[src/rtl/iso_domain_seq.sv]
// Power-domain isolation sequencer: one FSM per switchable domain orders
// isolate -> power off -> power on -> settle -> release, and clamps the domain's bus slice.
module iso_domain_fsm #(
  parameter int ISO_SETUP  = 2,
  parameter int PWR_SETTLE = 4,
  parameter int ACK_TMO    = 16,
  parameter int CW         = 5
) (
  input  logic ck,
  input  logic arst,
  input  logic off_req,
  input  logic on_req,
  input  logic pwr_ack,
  input  logic err_clr,
  output logic iso_en,
  output logic pwr_en,
  output logic dom_on,
  output logic dom_off,
  output logic err
);
  typedef enum logic [2:0] {S_ON, S_ISO, S_OFF_WAIT, S_OFF, S_ON_WAIT, S_SETTLE} state_t;

  localparam logic [CW-1:0] ISO_LD = CW'(ISO_SETUP - 1);
  localparam logic [CW-1:0] SET_LD = CW'(PWR_SETTLE - 1);
  localparam logic [CW-1:0] TMO    = CW'(ACK_TMO);
  localparam logic [CW-1:0] TMO_M1 = CW'(ACK_TMO - 1);

  state_t        state;
  logic [CW-1:0] cnt;
  logic          in_wait, ack_missing, tmo, bad_req, pwr_fault, new_err;

  always_comb begin
    in_wait     = (state == S_OFF_WAIT) || (state == S_ON_WAIT);
    ack_missing = (state == S_OFF_WAIT) ? pwr_ack : !pwr_ack;
    tmo         = in_wait && ack_missing && (cnt == TMO_M1);
    bad_req     = (off_req || on_req) && (state != S_ON) && (state != S_OFF);
    // ack level disagreeing with a settled state means the switch moved on its own
    pwr_fault   = ((state == S_ON) && !pwr_ack) || ((state == S_OFF) && pwr_ack);
    new_err     = tmo || bad_req || pwr_fault;
  end

  assign dom_on  = (state == S_ON);
  assign dom_off = (state == S_OFF);

  always_ff @(posedge ck) begin
    if (!arst) begin
      state  <= S_ON;
      iso_en <= 1'b0;
      pwr_en <= 1'b1;
      err    <= 1'b0;
      cnt    <= '0;
    end else begin
      err <= new_err || (err && !err_clr);
      case (state)
        S_ON:
          if (off_req) begin
            state  <= S_ISO;
            iso_en <= 1'b1;
            cnt    <= ISO_LD;
          end
        S_ISO:
          if (cnt == '0) begin
            state  <= S_OFF_WAIT;
            pwr_en <= 1'b0;
          end else cnt <= cnt - CW'(1);
        S_OFF_WAIT:
          if (!pwr_ack) begin
            state <= S_OFF;
            cnt   <= '0;
          end else if (cnt != TMO) cnt <= cnt + CW'(1);
        S_OFF:
          if (on_req) begin
            state  <= S_ON_WAIT;
            pwr_en <= 1'b1;
            cnt    <= '0;
          end
        S_ON_WAIT:
          if (pwr_ack) begin
            state <= S_SETTLE;
            cnt   <= SET_LD;
          end else if (cnt != TMO) cnt <= cnt + CW'(1);
        S_SETTLE:
          if (cnt == '0) begin
            state  <= S_ON;
            iso_en <= 1'b0;
          end else cnt <= cnt - CW'(1);
        default: begin
          state  <= S_ON;
          iso_en <= 1'b0;
          pwr_en <= 1'b1;
          cnt    <= '0;
        end
      endcase
    end
  end
endmodule

module iso_domain_seq #(
  parameter int                   NDOM       = 3,
  parameter int                   DW         = 8,
  parameter logic [NDOM*DW-1:0]   CLAMP_VAL  = '0,
  parameter int                   ISO_SETUP  = 2,
  parameter int                   PWR_SETTLE = 4,
  parameter int                   ACK_TMO    = 16
) (
  input  logic                 ck,
  input  logic                 arst,
  input  logic [NDOM-1:0]      off_req,
  input  logic [NDOM-1:0]      on_req,
  input  logic [NDOM-1:0]      pwr_ack,
  input  logic                 err_clr,
  input  logic [NDOM*DW-1:0]   d_in,
  output logic [NDOM*DW-1:0]   d_out,
  output logic [NDOM-1:0]      iso_en,
  output logic [NDOM-1:0]      pwr_en,
  output logic [NDOM-1:0]      dom_on,
  output logic [NDOM-1:0]      dom_off,
  output logic [NDOM-1:0]      err
);
  localparam int CMAX = (ISO_SETUP > PWR_SETTLE)
                        ? ((ISO_SETUP > ACK_TMO) ? ISO_SETUP : ACK_TMO)
                        : ((PWR_SETTLE > ACK_TMO) ? PWR_SETTLE : ACK_TMO);
  localparam int CW = $clog2(CMAX + 1);
  localparam logic [NDOM-1:0][DW-1:0] CLAMP_V = CLAMP_VAL;

  logic [NDOM-1:0][DW-1:0] din_v, dout_v;

  assign din_v = d_in;
  assign d_out = dout_v;

  for (genvar i = 0; i < NDOM; i++) begin : g_dom
    iso_domain_fsm #(
      .ISO_SETUP (ISO_SETUP),
      .PWR_SETTLE(PWR_SETTLE),
      .ACK_TMO   (ACK_TMO),
      .CW        (CW)
    ) u_fsm (
      .ck     (ck),
      .arst   (arst),
      .off_req(off_req[i]),
      .on_req (on_req[i]),
      .pwr_ack(pwr_ack[i]),
      .err_clr(err_clr),
      .iso_en (iso_en[i]),
      .pwr_en (pwr_en[i]),
      .dom_on (dom_on[i]),
      .dom_off(dom_off[i]),
      .err    (err[i])
    );
    assign dout_v[i] = iso_en[i] ? CLAMP_V[i] : din_v[i];
  end
endmodule

[config.mk]
export PLATFORM = sky130hd
export DESIGN_NAME = iso_domain_seq
export DESIGN_NICKNAME = d
export VERILOG_FILES = /design/src/rtl/iso_domain_seq.sv
export SDC_FILE = /design/constraint.sdc
export NUM_CORES = 1
export LEC_CHECK = 0
export CAP_MARGIN = 20
export CORE_MARGIN = 10
export CORE_UTILIZATION = 45
export DETAILED_ROUTE_END_ITERATION = 8
export MAX_ROUTING_LAYER = met4
export PLACE_DENSITY_LB_ADDON = 0.05
export SETUP_SLACK_MARGIN = 0.4
export SKIP_CTS_REPAIR_TIMING = 1
export SLEW_MARGIN = 20
export SYNTH_ARGS = -nofsm -noshare
export SYNTH_HDL_FRONTEND = slang
export SYNTH_HIERARCHICAL = 1
export SYNTH_SLANG_ARGS = --single-unit
[constraint.sdc]
create_clock -name ck -period 2 [get_ports ck]
set_input_delay 0.2 -clock ck [delete_from_list [all_inputs] [get_ports ck]]
set_output_delay 0.2 -clock ck [all_outputs]
set_load 0.01 [all_outputs]
==> impl_table.tex <==
\begin{tabular}{lr}
\hline
Metric & Value \\
\hline
\multicolumn{2}{l}{\textbf{Drt}} \\
\quad Pre-antenna DRT Iters & 5 \\
\quad Average vias per placed instance & 6.12 \\
\quad Post-detailed-route count of antenna-violating nets & 0 \\
\quad DR DRC count & 0 \\
\quad DR iter-0 viols & 216 \\
\quad Total wire length after detailed routing & 9540 µm \\
\quad Wire length per cell after detailed routing & approximately 17 µm \\
\quad Via count of the routed design & approximately 3,400 \\
\multicolumn{2}{l}{\textbf{Synthesis}} \\
\quad Leading register cell type out of synthesis & sky130\_fd\_sc\_hd\_\_dfxtp\_1 \\
\quad Synth unique cells & 66 \\
\quad Count of synthesis-stage warnings from yosys & 6 \\
\quad Mux share of post-synthesis cell area & under 10\% \\
\quad Simple-gate share of the synthesized area & between 30\% and 40\% \\
\quad Post-Syn Instances & 367 \\
\quad Combinational family with the most area after synthesis & simple AND/OR/NAND/NOR gates \\
\quad Synth Area in XOR/XNOR & 1.80\% \\
\quad Yosys reg bits & 33 \\
\quad Sequential element share of the synthesized area & 22.6\% \\
\quad Summed instance area of the synthesized netlist & 0.00292 mm² \\
\quad Ys async rst share & 0\% \\
\quad Net count after synthesis & 414 \\
\quad Post-synthesis area per instance & 7.96 µm² \\
\quad Number of synthesized flops with an enable pin & 0 \\
\quad Post-Synth Adder-Cell Area & 4.71\% \\
\quad Share of the synthesized area in compound gates (AO/OA/AOI/OAI) & 31.0\% \\
\multicolumn{2}{l}{\textbf{Place}} \\
\quad Post-detail-place hpwl & $\sim$6800 µm \\
\quad Place WS & approximately 0.088 ns \\
\quad Routability congestion estimate from global placement & 0.930 \\
\quad Count of port buffers added during placement & 74 \\
\multicolumn{2}{l}{\textbf{Floorplan}} \\
\quad \# rows & 29 \\
\quad DIE AREA & 0.0101 mm² \\
\quad Starting Density & a little under half \\
\quad Floorplan Core Area & 0.00631 mm² \\
\quad Number of I/O pins & 75 \\
\quad Die Y-Extent & 101 µm \\
\quad Die outline width & about 100 µm \\
\multicolumn{2}{l}{\textbf{Final layout}} \\
\quad \# nets final & 522 \\
\quad Share of the core filled with cells in the final layout & 71.5\% \\
\quad Proportion of layout cells with a drive suffix above 1 & 29.4\% \\
\quad Antenna diode count & 0 \\
\quad Filler cell count & around 500 \\
\quad Area overhead of the layout relative to synthesis & 54.7\% \\
\multicolumn{2}{l}{\textbf{Pwr}} \\
\quad Highest ir drop seen on vdd & 0.000555 V \\
\quad Power density cells & 906 mW/mm² \\
\quad Total leakage power & 0.00187 µW \\
\multicolumn{2}{l}{\textbf{Global route}} \\
\quad Vias in the first global route & 3,088 \\
\quad Number of antenna violations at the first check in global routing & 0 \\
\quad Total overflow reported by the global router & 0 \\
\quad Wire length of the first global-routing pass & 14,600 µm \\
\quad Total GRT Usage & 17.5\% \\
\quad Largest net degree at the start of global routing & 20 \\
\multicolumn{2}{l}{\textbf{Worst setup path}} \\
\quad Arrival time reported for the critical path endpoint & $\sim$2.1 ns \\
\quad Critical Path RT & 2.18 ns \\
\quad CP max FO & 5 \\
\quad Reg2Reg Setup Slack & 0.09 ns \\
\quad Crit end category & register \\
\quad Critical Path Max Stage Delay & 0.51 ns \\
\quad Cells along the critical path & inv\_4 -> ha\_4 -> or4b\_4 -> o2111a\_2 -> and4\_4 -> a221o\_1 \\
\quad Category of the most critical setup path & reg -> reg \\
\quad Worst path slowest cell & sky130\_fd\_sc\_hd\_\_or4b\_4 \\
\quad Nature of the critical path startpoint & register \\
\multicolumn{2}{l}{\textbf{CTS}} \\
\quad Clk Tree Root Cell & sky130\_fd\_sc\_hd\_\_clkbuf\_8 \\
\quad Clock input transition at the sequential cells of the worst setup and hold paths & 0.07 ns \\
\quad Maximum buffer depth of the clock tree & 2 \\
\quad TritonCTS clock tree & done \\
\quad Sink count of the clock tree & 33 \\
\quad Worst skew pair latency & 0.29 ns \\
\quad Number of buffers added by the clock tree synthesis step & 5 \\
\quad Total number of H-tree levels & 2 \\
\multicolumn{2}{l}{\textbf{Timing}} \\
\quad Count of endpoints failing hold in the final timing report & 0 \\
\quad Max Slew Vio Count & 0 \\
\quad Minimum setup slack in the final design & 0.0854 ns \\
\quad Clock period minus worst slack & around 1.9 ns \\
\quad Unrepaired setup endpoints after global routing & yes \\
\quad Final Cycle Share & 95.7\% \\
\quad \# setup viols final & 0 \\
\quad Peak Freq & between 0.5 and 0.6 GHz \\
\quad Headroom to the max-slew limit & about three quarters \\
\quad Total Neg Setup Slack & 0 ns \\
\quad Final clock skew & a little under 0.008 ns \\
\quad Actual slew at the worst max-slew pin & 0.369 ns \\
\multicolumn{2}{l}{\textbf{Flow run}} \\
\quad Max\_cap viols & 0 \\
\multicolumn{2}{l}{\textbf{Outcome}} \\
\quad Run status & finished, final reports clean \\
\multicolumn{2}{l}{\textbf{Worst hold path}} \\
\quad Class of the tightest hold or removal check & reg -> reg \\
\hline
\end{tabular}
==> per-stage QoR <==
| stage | std cells | instance area, µm² | total power (µW) | hold WS, ns |
|---|---|---|---|---|
| after floorplan | 367 | 2950 | 2310 | 0.318 |
| after global placement | 524 | 3910 | 3060 | 0.492 |
| after detailed placement | 524 | 3910 | 3090 | 0.510 |
| after CTS | 532 | 3990 | 3600 | 0.519 |
| after global routing | 553 | 4520 | 4380 | 0.559 |
| final | 553 | 4520 | 4090 | 0.512 |
==> cell usage in the layout, fill, tap and decap left out, drive strengths merged, types with 11 or more instances in the layout <==
cell type / Yosys / layout
a21oi: 18 / 18
buf: 13 / 53
clkdlybuf4s50: 0 / 55
dfxtp: 33 / 33
dlymetal6s2s: 0 / 19
ha: 11 / 11
inv: 20 / 20
nand2: 17 / 17
nor2: 14 / 14
nor2b: 40 / 40
o21ai: 20 / 20
==> state kept, by name, summed over array words and instances, names as in the netlist <==
register and cells:
g_dom.u_fsm/cnt 15, g_dom.u_fsm/state 9, g_dom.u_fsm/pwr_en 3, g_dom.u_fsm/iso_en 3, g_dom.u_fsm/err 3
==> cell families after synthesis <==
group           count (synthesis)
flops                          33
simple gates                  143
buf+inv                        46
compound gates                123
xor+xnor                        6
mux                             5
fa+ha+maj                      11
==> critical path: cells and delay by family, from the launching register on <==
| kind | cells | cell delay [ns] |
|---|---|---|
| flip-flops | 1 | 0.37 |
| AND/OR/NAND/NOR | 2 | 0.66 |
| adder cells (fa/ha/maj) | 1 | 0.15 |
| buffers and inverters | 1 | 0.07 |
| AO/OA/AOI/OAI | 2 | 0.56 |
==> Yosys cell counts, types with 5 or more instances <==
library cell | instances | share of area, %
sky130_fd_sc_hd__nand2b_1 | 9 | 1.9
sky130_fd_sc_hd__a211oi_1 | 6 | 1.5
sky130_fd_sc_hd__nor3_1 | 10 | 1.7
sky130_fd_sc_hd__o21a_1 | 10 | 2.6
sky130_fd_sc_hd__o211ai_1 | 7 | 1.8
sky130_fd_sc_hd__o22ai_1 | 8 | 1.7
sky130_fd_sc_hd__nor2_1 | 14 | 1.8
sky130_fd_sc_hd__nor2b_1 | 40 | 8.6
sky130_fd_sc_hd__buf_1 | 6 | 0.77
sky130_fd_sc_hd__a32oi_1 | 9 | 2.7
sky130_fd_sc_hd__inv_1 | 20 | 2.6
sky130_fd_sc_hd__o21ai_0 | 20 | 3.4
sky130_fd_sc_hd__clkbuf_1 | 13 | 1.7
sky130_fd_sc_hd__a21oi_1 | 17 | 2.9
sky130_fd_sc_hd__o31a_1 | 6 | 1.8
sky130_fd_sc_hd__ha_1 | 11 | 4.7
sky130_fd_sc_hd__dfxtp_1 | 33 | 23
sky130_fd_sc_hd__nand3b_1 | 5 | 1.3
sky130_fd_sc_hd__nand2_1 | 17 | 2.2
==> layer usage <==
metal	vias up	wire length, µm	GRT usage (%)
met5	-	0	-
met4	0	170	4.13
met3	17	832	5.90
met2	147	4240	25.3
met1	1614	4290	22.9
li1	1605	-	-
==> worst paths after layout <==
path	start	depth (start not counted)	endpoint
max	g_dom[0].u_fsm/cnt[0]	6	g_dom[0].u_fsm/cnt[3]
min	g_dom[2].u_fsm/pwr_en	2	g_dom[2].u_fsm/pwr_en
max reg2reg	g_dom[0].u_fsm/cnt[0]	6	g_dom[0].u_fsm/cnt[3]
min reg2reg	g_dom[2].u_fsm/pwr_en	2	g_dom[2].u_fsm/pwr_en
==> layout make-up <==
cell class	count	area [µm²]	area share [%]
flip-flops and latches	33	696	15.4
repair buffers	127	1210	26.8
clock buffers	6	72.6	1.61
well taps	77	96.3	2.13
clock inverters	2	10.0	0.222
multi-input cells	288	2350	51.9
inverters	20	87.6	1.94
==> power by group <==
part / internal [µW] / switching (µW) / total (µW) / leakage (µW)
Sequential: 833 / 245 / 1080 / 0.000278
Combinational: 1330 / 1190 / 2520 / 0.00155
Clock: 241 / 256 / 498 / 0.0000450
Power figures use the tool's default switching activity.
